## src/rtl/snn_pkg.sv

```systemverilog
// Shared types and constants for the LIF neuron slice.
// Optional feature macro used by this slice: LIF_SPIKE_CNT_EN.
package snn_pkg;

    localparam int V_WIDTH = 16;
    localparam int W_WIDTH = 8;

    localparam logic signed [V_WIDTH-1:0] V_MAX = 16'sh7FFF;
    localparam logic signed [V_WIDTH-1:0] V_MIN = 16'sh8000;

    typedef enum logic [1:0] {
        INTEG  = 2'd0,
        FIRE   = 2'd1,
        REFRAC = 2'd2
    } lif_state_t;

    // Sign-extend a synaptic weight to the saturating-adder delta width.
    function automatic logic signed [V_WIDTH:0] sext_w(input logic signed [W_WIDTH-1:0] w);
        return {{(V_WIDTH + 1 - W_WIDTH){w[W_WIDTH-1]}}, w};
    endfunction

endpackage

```

## src/rtl/lif_neuron_if.sv

```systemverilog
// Synapse-to-neuron weight handshake (valid/ready with signed weight).
interface lif_neuron_if;
    import snn_pkg::*;

    logic                      w_valid;
    logic signed [W_WIDTH-1:0] w_data;
    logic                      w_ready;

    modport master (output w_valid, output w_data, input  w_ready);
    modport slave  (input  w_valid, input  w_data, output w_ready);

endinterface

```

## src/rtl/lif_sat_add.sv

```systemverilog
// Combinational 16-bit signed plus 17-bit signed delta, saturated to 16 bits.
module lif_sat_add
    import snn_pkg::*;
(
    input  logic signed [V_WIDTH-1:0] a,
    input  logic signed [V_WIDTH:0]   delta,
    output logic signed [V_WIDTH-1:0] sum
);

    logic signed [V_WIDTH+1:0] wide;

    // Add at full precision, then clamp once to the 16-bit signed range.
    always_comb begin
        wide = (V_WIDTH + 2)'(a) + (V_WIDTH + 2)'(delta);
        if (wide > (V_WIDTH + 2)'(V_MAX)) begin
            sum = V_MAX;
        end else if (wide < (V_WIDTH + 2)'(V_MIN)) begin
            sum = V_MIN;
        end else begin
            sum = wide[V_WIDTH-1:0];
        end
    end

endmodule

```

## src/rtl/lif_neuron.sv

```systemverilog
// Leaky integrate-and-fire neuron: INTEG -> FIRE -> REFRAC -> INTEG.
// Optional spike counter enabled by defining LIF_SPIKE_CNT_EN.
module lif_neuron
    import snn_pkg::*;
#(
    parameter logic signed [V_WIDTH-1:0] THRESH        = 16'sd1000,
    parameter int                        LEAK_SHIFT    = 4,
    parameter int                        REFRAC_CYCLES = 8
) (
    input  logic                      clk,
    input  logic                      rst,
    input  logic                      kill,
    lif_neuron_if.slave               syn,
    input  logic                      leak_tick,
    output logic                      spike_out,
    output logic signed [V_WIDTH-1:0] v_mem,
    output logic                      refrac,
    output logic [15:0]               spike_cnt
);

    localparam logic [15:0] REFRAC_LOAD = (REFRAC_CYCLES > 0) ? 16'(REFRAC_CYCLES - 1) : 16'd0;

    lif_state_t                state;
    lif_state_t                state_next;
    logic [15:0]               cnt;
    logic                      accept;
    logic signed [V_WIDTH-1:0] leak;
    logic signed [V_WIDTH:0]   wadd;
    logic signed [V_WIDTH:0]   delta;
    logic signed [V_WIDTH-1:0] v_next;

    // Integration delta: leak first, then the accepted weight, as one signed delta.
    always_comb begin
        accept = syn.w_valid && (state == INTEG);
        leak   = '0;
        if (leak_tick) begin
            leak = v_mem >>> LEAK_SHIFT;
        end
        wadd = '0;
        if (accept) begin
            wadd = sext_w(syn.w_data);
        end
        delta = wadd - (V_WIDTH + 1)'(leak);
    end

    lif_sat_add u_sat_add (
        .a     (v_mem),
        .delta (delta),
        .sum   (v_next)
    );

    // State register.
    always_ff @(posedge clk) begin
        if (rst) begin
            state <= INTEG;
        end else begin
            state <= state_next;
        end
    end

    // Next-state logic; kill forces INTEG from any state.
    always_comb begin
        state_next = state;
        case (state)
            INTEG: begin
                if (v_next >= THRESH) begin
                    state_next = FIRE;
                end
            end
            FIRE: begin
                state_next = (REFRAC_CYCLES == 0) ? INTEG : REFRAC;
            end
            REFRAC: begin
                if (cnt == '0) begin
                    state_next = INTEG;
                end
            end
            default: state_next = INTEG;
        endcase
        if (kill) begin
            state_next = INTEG;
        end
    end

    // State-decoded outputs.
    always_comb begin
        syn.w_ready = (state == INTEG);
        spike_out   = (state == FIRE);
        refrac      = (state == REFRAC);
    end

    // Membrane potential and refractory counter.
    always_ff @(posedge clk) begin
        if (rst || kill) begin
            v_mem <= '0;
            cnt   <= '0;
        end else begin
            case (state)
                INTEG: begin
                    v_mem <= v_next;
                end
                FIRE: begin
                    v_mem <= '0;
                    cnt   <= REFRAC_LOAD;
                end
                REFRAC: begin
                    v_mem <= '0;
                    if (cnt != '0) begin
                        cnt <= cnt - 16'd1;
                    end
                end
                default: begin
                    v_mem <= '0;
                    cnt   <= '0;
                end
            endcase
        end
    end

`ifdef LIF_SPIKE_CNT_EN
    logic [15:0] spike_cnt_q;

    // Saturating count of FIRE cycles.
    always_ff @(posedge clk) begin
        if (rst || kill) begin
            spike_cnt_q <= '0;
        end else if ((state == FIRE) && (spike_cnt_q != '1)) begin
            spike_cnt_q <= spike_cnt_q + 16'd1;
        end
    end

    // Expose the counter.
    always_comb begin
        spike_cnt = spike_cnt_q;
    end
`else
    // Counter absent: port tied low.
    always_comb begin
        spike_cnt = '0;
    end
`endif

endmodule

```

## src/flat_wrapper.sv

```systemverilog
// flat-port wrapper written by rule: the top's interface ports become plain ports
module lif_neuron_flat import snn_pkg::*;
#(
    parameter logic signed [V_WIDTH-1:0] THRESH        = 16'sd1000,
    parameter int                        LEAK_SHIFT    = 4,
    parameter int                        REFRAC_CYCLES = 8
)
  (clk, rst, kill, leak_tick, spike_out, v_mem, refrac, spike_cnt, syn_w_valid, syn_w_data, syn_w_ready);
  lif_neuron_if syn_i ();
  input  logic clk;
  input  logic rst;
  input  logic kill;
  input  logic leak_tick;
  output logic spike_out;
  output logic signed [V_WIDTH-1:0] v_mem;
  output logic refrac;
  output logic [15:0] spike_cnt;
  input wire logic [$bits(syn_i.w_valid)-1:0] syn_w_valid;
  input wire logic [$bits(syn_i.w_data)-1:0] syn_w_data;
  output wire logic [$bits(syn_i.w_ready)-1:0] syn_w_ready;
  assign syn_i.w_valid = syn_w_valid;
  assign syn_i.w_data = syn_w_data;
  assign syn_w_ready = syn_i.w_ready;
  lif_neuron #(.THRESH(THRESH), .LEAK_SHIFT(LEAK_SHIFT), .REFRAC_CYCLES(REFRAC_CYCLES)) u_core (.clk(clk), .rst(rst), .kill(kill), .syn(syn_i), .leak_tick(leak_tick), .spike_out(spike_out), .v_mem(v_mem), .refrac(refrac), .spike_cnt(spike_cnt));
endmodule
```

## config.mk

```make
export PLATFORM = sky130hd
export DESIGN_NAME = lif_neuron_flat
export DESIGN_NICKNAME = d
export VERILOG_FILES = /design/src/rtl/snn_pkg.sv /design/src/rtl/lif_neuron_if.sv /design/src/rtl/lif_sat_add.sv /design/src/rtl/lif_neuron.sv /design/src/flat_wrapper.sv
export SDC_FILE = /design/constraint.sdc
export NUM_CORES = 1
export LEC_CHECK = 0
export BUFFER_PORTS_ARGS = -buffer_cell sky130_fd_sc_hd__buf_2
export CORE_MARGIN = 2
export CORE_UTILIZATION = 60
export CTS_BUF_LIST = sky130_fd_sc_hd__clkbuf_16
export CTS_CLUSTER_DIAMETER = 150
export DETAILED_ROUTE_END_ITERATION = 10
export GPL_ROUTABILITY_DRIVEN = 0
export PLACE_DENSITY = 0.89
export SYNTH_ARGS = -nofsm -noshare
export SYNTH_HDL_FRONTEND = slang
export SYNTH_SLANG_ARGS = --single-unit
```

## constraint.sdc

```tcl
create_clock -name clk -period 8.55 [get_ports clk]
set_clock_uncertainty 0.15 [all_clocks]
set_input_delay 0.4275 -clock clk [delete_from_list [all_inputs] [get_ports clk]]
set_output_delay 0.4275 -clock clk [all_outputs]
set_load 0.05 [all_outputs]
```

# ---- After elaboration in Yosys (flattened, before gate mapping)
# Index checks and enable logic that the tools add are counted.
dict set report totals {
  regBits 34
  out_inout_bits 35
  wordCells 33
}
dict set report op_classes {
  addsub 3
  order_cmp 3
  n_eq_ne 5
  mux 9
  n_bitwise 1
  n_reduce_logical 9
}
# operator count
set ops {}
lappend ops {{$mux W16} 4}
lappend ops {{$pmux W16 S3} 1}
lappend ops {{$add A16 B17 Y18} 1}
lappend ops {{$gt A18 B16 Y1 const B} 1}
lappend ops {{$lt A18 B16 Y1 const B} 1}
lappend ops {{$mux W17} 1}
lappend ops {{$sub A17 B16 Y17} 1}
lappend ops {{$ge A16 B11 Y1 const B} 1}
lappend ops {{$logic_not A16 Y1} 1}
lappend ops {{$reduce_bool A16 Y1} 1}
lappend ops {{$sub A16 B1 Y16 const B} 1}
lappend ops {{$ne A2 B1 Y1 const B} 3}
lappend ops {{$pmux W2 S3} 1}
lappend ops {{$mux W2} 2}
lappend ops {{$reduce_and A2 Y1} 2}
lappend ops {{$reduce_or A2 Y1} 2}
lappend ops {{$eq A2 B1 Y1 const B} 1}
lappend ops {{$eq A2 B2 Y1 const B} 1}
lappend ops {{$logic_not A2 Y1} 1}
lappend ops {{$logic_and A1 B1 Y1} 1}
lappend ops {{$logic_or A1 B1 Y1} 1}
lappend ops {{$not A1 Y1} 1}

# ---- Depth between registers and ports, before layout
dict set report depth {
  word_depth 11
  mapped_depth 26
  ltp_nobuf 25
}

# ---- Cells and area by module
# A second synthesis with hierarchy kept.
dict set report unflattened {
  hier_cells 405
  hier_area_um2 3276.9
}
# module instances cells_per_inst area_each_um2 seq_area_each_um2
set modules_own_cells {}
lappend modules_own_cells {lif_neuron 1 263 2239.6 680.7}
lappend modules_own_cells {lif_sat_add 1 142 1037.2 0.0}

# ---- Worst setup path before layout
# Ideal clock, no wire load.
dict set report synth_path {
  path_kind {reg-to-reg}
  start {reg u_core.state[0]}
  end {reg u_core.state[1]}
  setup_ps 120
  arrival_time_ps 5525
  t_required_ps 8280
  path_slack_ps 2756
  path_stages_with_launch 25
  path_buffers 2
  cell_sequence {dfxtp_1 > inv_1 > ha_1 > clkbuf_1 > and3_1 > ha_1 > a21o_1 > a21o_1 > a21oi_1 > o21bai_1 > a21o_1 > a41o_1 > o41ai_1 > xnor2_1 > ha_1 > clkbuf_1 > a21oi_1 > nand2_1 > or3_1 > o21ai_2 > xnor2_1 > a211o_1 > or4_1 > nand3_1 > a21boi_1}
}
dict set report synth_via {
  elab_chain_len 11
  elab_cells_between_ends 16
  cone_classes {add/sub: 2; order compare: 3; eq/ne: 4; mux: 4; reduce/logical: 3}
}
# element line_no
set synth_rtl {}
lappend synth_rtl {{start: declaration} lif_neuron.sv:23} ;# lif_state_t state;
lappend synth_rtl {{start signal: assignment} lif_neuron.sv:57} ;# state <= state_next;
lappend synth_rtl {{$logic_not A2 Y1 *} n/a}
lappend synth_rtl {{named net syn_w_ready} flat_wrapper.sv:20} ;# output wire logic [$bits(syn_i.w_ready)-1:0] syn_w_ready;
lappend synth_rtl {{$logic_and A1 B1 Y1} lif_neuron.sv:34} ;# accept = syn.w_valid && (state == INTEG);
lappend synth_rtl {{$mux W17} lif_neuron.sv:40} ;# if (accept) begin
lappend synth_rtl {{$sub A17 B16 Y17} lif_neuron.sv:43} ;# delta = wadd - (V_WIDTH + 1)'(leak);
lappend synth_rtl {{$add A16 B17 Y18} lif_sat_add.sv:14} ;# wide = (V_WIDTH + 2)'(a) + (V_WIDTH + 2)'(delta);
lappend synth_rtl {{$lt A18 B16 Y1} lif_sat_add.sv:17} ;# end else if (wide < (V_WIDTH + 2)'(V_MIN)) begin
lappend synth_rtl {{$mux W16} lif_sat_add.sv:17}
lappend synth_rtl {{$mux W16} lif_sat_add.sv:15} ;# if (wide > (V_WIDTH + 2)'(V_MAX)) begin
lappend synth_rtl {{$ge A16 B11 Y1} lif_neuron.sv:66} ;# if (v_next >= THRESH) begin
lappend synth_rtl {{$ne A2 B1 Y1 (no source line)} n/a}
lappend synth_rtl {{$reduce_and A2 Y1 (no source line)} n/a}
# Mark *: on every way through the listed nets, which the timed path passes. The rest lies on a longest branch.
# A chain may end at the register's enable or synchronous reset.

# ---- Worst setup path after layout
dict set report layout_path {
  start {reg u_core.state[1]}
  end {reg u_core.state[1]}
}
dict set report layout_via {
  elab_chain_len 11
  elab_cells_between_ends 16
  cone_classes {add/sub: 2; order compare: 3; eq/ne: 4; mux: 4; reduce/logical: 3}
}
# element line_no
set layout_rtl {}
lappend layout_rtl {{$logic_not A2 Y1} {lif_neuron.sv:34, lif_neuron.sv:64}}
lappend layout_rtl {{$logic_and A1 B1 Y1} lif_neuron.sv:34}
lappend layout_rtl {{$mux W17} lif_neuron.sv:40}
lappend layout_rtl {{$sub A17 B16 Y17} lif_neuron.sv:43}
lappend layout_rtl {{$add A16 B17 Y18} lif_sat_add.sv:14}
lappend layout_rtl {{$lt A18 B16 Y1} lif_sat_add.sv:17}
lappend layout_rtl {{$mux W16} lif_sat_add.sv:17}
lappend layout_rtl {{$mux W16} lif_sat_add.sv:15}
lappend layout_rtl {{$ge A16 B11 Y1} lif_neuron.sv:66}
lappend layout_rtl {{$ne A2 B1 Y1 (no source line)} n/a}
lappend layout_rtl {{$reduce_and A2 Y1 (no source line)} n/a}
# Several ways; a longest one is shown, not always the timed one.

==> run_results.csv <==
group,metric,value,unit
floorplanning,die_y,75.9,microns
worst_setup_path,critPathMaxFanout,15,
yosys,ys_types,48,
detailed_routing,wl_per_cell,14.3,microns
clock_tree,cts_buffers,5,
yosys,syn-cell-area,0.00310,sq mm
yosys,synth_warnings,0,
global_routing,grt_busiest_layer,"met2",
yosys,yosys.area.top_type,"dfxtp_1",
worst_setup_path,endpoint_kind,"register",
min_path,min_path_type,"primary input to register",
yosys,synth-async-reset-ratio,0,%
clock_tree,clock_sinks,34,
floorplanning,coreArea,0.00504,sq mm
yosys,synth_seq_cells,34,
layout,fin_cells,506,
place,dp_cells,498,
worst_setup_path,critPathKind,"register to register",
timing,period_share,70.1,%
yosys,synth_edf_count,0,
floorplanning,ios,48,
yosys,ys.flop_type,"dfxtp_1",
outcome,status,"completed",
detailed_routing,via_count,2968,
floorplanning,die_w,75.9,microns
layout,multi_input_area,0.00221,sq mm
place,portBuffers,31,
yosys,syn_avg_cell_area,7.57,sq um
timing,setup_ws,2.56,ns
worst_setup_path,cp.arrival,6.01,ns
timing,rsz0062_at_grt,"no",
global_routing,grt_pass1_vias,2659,
global_routing,grt_remaining_overflow,0,
detailed_routing,ant_nets,0,
detailed_routing,drt-total-wl,7210,microns
clock_tree,cts_resized,0,
yosys,ys_seq_area_share,22.0,%
floorplanning,dieArea,0.00575,sq mm
global_routing,antenna_found_initial,0,
layout,seqCellArea,681,sq um
floorplanning,initial_core_util,61.4,%
layout,diodes,0,
detailed_routing,drt_first_iter_violations,239,
clock_tree,clk_path_buf_depth,2,
global_routing,grtUsageMet3,4.89,%
clock_tree,cts_max_level,2,
run,cap_violations,0,
yosys,yosys-top-cells-area,"dfxtp_1, ha_1, a21oi_1",
timing,drv_slew,0,
yosys,synth_top_area_share,22.0,%
floorplanning,row_count,26,
clock_tree,postCtsHoldBufs,0,
clock_tree,clkTransAtPathRegs,0.05,ns
timing,holdWs,0.176,ns
layout,syn_to_final_growth,8.76,%
timing,tns,0,ns
timing,setup_violations,0,
global_routing,grt_max_degree,16,
timing,hold_viol_final,0,
clock_tree,cts_tree,"built",
timing,fmax,167,MHz
layout,fillers,444,
global_routing,met1_usage,31.6,%
timing,period_needed,5.99,ns
place,hpwl,5510,microns
global_routing,grtUsageMet2,44.8,%
timing,slew_headroom,59.6,%
yosys,synthesis.instances,409,
layout,nets,484,
clock_tree,insertion_delay,0.28,ns
global_routing,grt_pass1_wl,11500,microns
timing,worst_pin_slew,0.598,ns
detailed_routing,avgViaCountPerCell,5.87,
global_routing,grtUsageTotal,25.7,%
detailed_routing,drcViolationCount,0,
worst_setup_path,required,8.57,ns
layout,layout-drive-gt1-share,11.0,%
clock_tree,root_buffer,"clkbuf_16",
clock_tree,post_cts_buffers,0,
worst_setup_path,cp-start-kind,"register",
place,dpl_worst_slack,2.63,ns
detailed_routing,drt-pass1-iter-count,5,
-- path summary, 6_finish.rpt --
kind                                                   start                      endpoint  slack (ns)  cells after the start
worst min-delay path                                     rst    u_core.cnt[2]$_SDFFE_PP0P_        0.18                      2
worst min register to register    u_core.cnt[5]$_SDFFE_PP0P_    u_core.cnt[5]$_SDFFE_PP0P_        0.33                      2
worst max-delay path            u_core.state[1]$_SDFFE_PP0P_  u_core.state[1]$_SDFFE_PP0P_        2.56                     22
worst max register to register  u_core.state[1]$_SDFFE_PP0P_  u_core.state[1]$_SDFFE_PP0P_        2.56                     22
-- state kept, by name, indices dropped and copies added (netlist names) --
signal	cells
u_core.state	2
u_core.v_mem	16
u_core.cnt	16
-- placed cells by master, fill, tap and decap left out, types with 4 or more instances in the layout --
cell type | Yosys | final
a211oi_1 | 5 | 5
a21o_1 | 11 | 11
a21oi_1 | 40 | 40
a31oi_1 | 7 | 7
and2_1 | 10 | 10
and3_1 | 8 | 8
buf_2 | 0 | 31
clkbuf_16 | 0 | 5
conb_1 | 1 | 16
dfxtp_1 | 34 | 34
ha_1 | 34 | 34
inv_1 | 24 | 24
nand2_1 | 30 | 30
nand2b_1 | 6 | 6
nand3_1 | 12 | 12
nor2_1 | 40 | 40
nor3_1 | 10 | 10
nor4_1 | 4 | 4
o211ai_1 | 4 | 4
o21a_1 | 5 | 5
o21ai_0 | 17 | 17
o21bai_1 | 7 | 7
or2_2 | 5 | 5
or3_1 | 9 | 9
xnor2_1 | 16 | 16
xor2_1 | 8 | 8
-- critical path, stage by stage, from the launching register on --
cell	delay [ns]
dfxtp_1	0.32
inv_1	0.10
ha_1	0.41
and3_1	0.28
ha_1	0.24
a21o_1	0.16
a21o_1	0.19
a21oi_1	0.16
o21bai_1	0.11
a21o_1	0.20
a41o_1	0.26
o41ai_1	0.51
xnor2_1	0.13
ha_1	0.41
a21oi_1	0.25
nand2_1	0.11
or3_1	0.37
o21ai_2	0.13
xnor2_1	0.11
a211o_1	0.49
or4_1	0.62
nand3_1	0.11
a21boi_1	0.06
-- synth_stat cells, drive strengths merged (4+ instances only) --
cell type	n
or2	5
xnor2	16
a31oi	7
dfxtp	34
ha	34
nor4	4
o21a	5
and2	10
xor2	8
o21ai	18
or3	9
o211ai	4
nor2	40
a21o	11
a211oi	5
a21oi	40
nand2	30
nand3	12
o21bai	7
buf	17
nand2b	6
and3	8
inv	24
clkbuf	10
nor3	10
-- cell families (layout without fill, tap and decap cells) --
family,after synthesis,in the layout,share of synthesized area (%)
buf+inv,51,63,8.36
simple gates,144,144,22.7
xor+xnor,24,24,6.79
flops,34,34,22.0
other cells,1,16,0.121
fa+ha+maj,36,36,15.0
compound gates,118,118,24.6
mux,1,1,0.363
-- metrics by stage --
| step | cell area (sq um) | util, % |
|---|---|---|
| after CTS | 3370 | 66.8 |
| after floorplan | 3150 | - |
| after detailed placement | 3230 | 64.0 |
| after global placement | 3230 | 64.0 |
| final | 3370 | 66.8 |
| after global routing | 3370 | 66.8 |
-- layer usage --
layer	up-vias	wire (microns)
met1	1364	3200
met3	13	405
li1	1497	-
met4	0	99
met5	-	0
met2	94	3510
-- final cells by class --
type	count	share of cell area (%)
Tap cell	70	2.60
Clock inverter	3	0.483
Inverter	24	2.67
Clock buffer	5	3.71
Timing Repair Buffer	31	4.60
Sequential cell	34	20.2
Multi-Input combinational cell	339	65.7
Power is left out: the tool's default activity adds up to more than one toggle a clock period on the data nets, which glitch-free logic cannot reach.
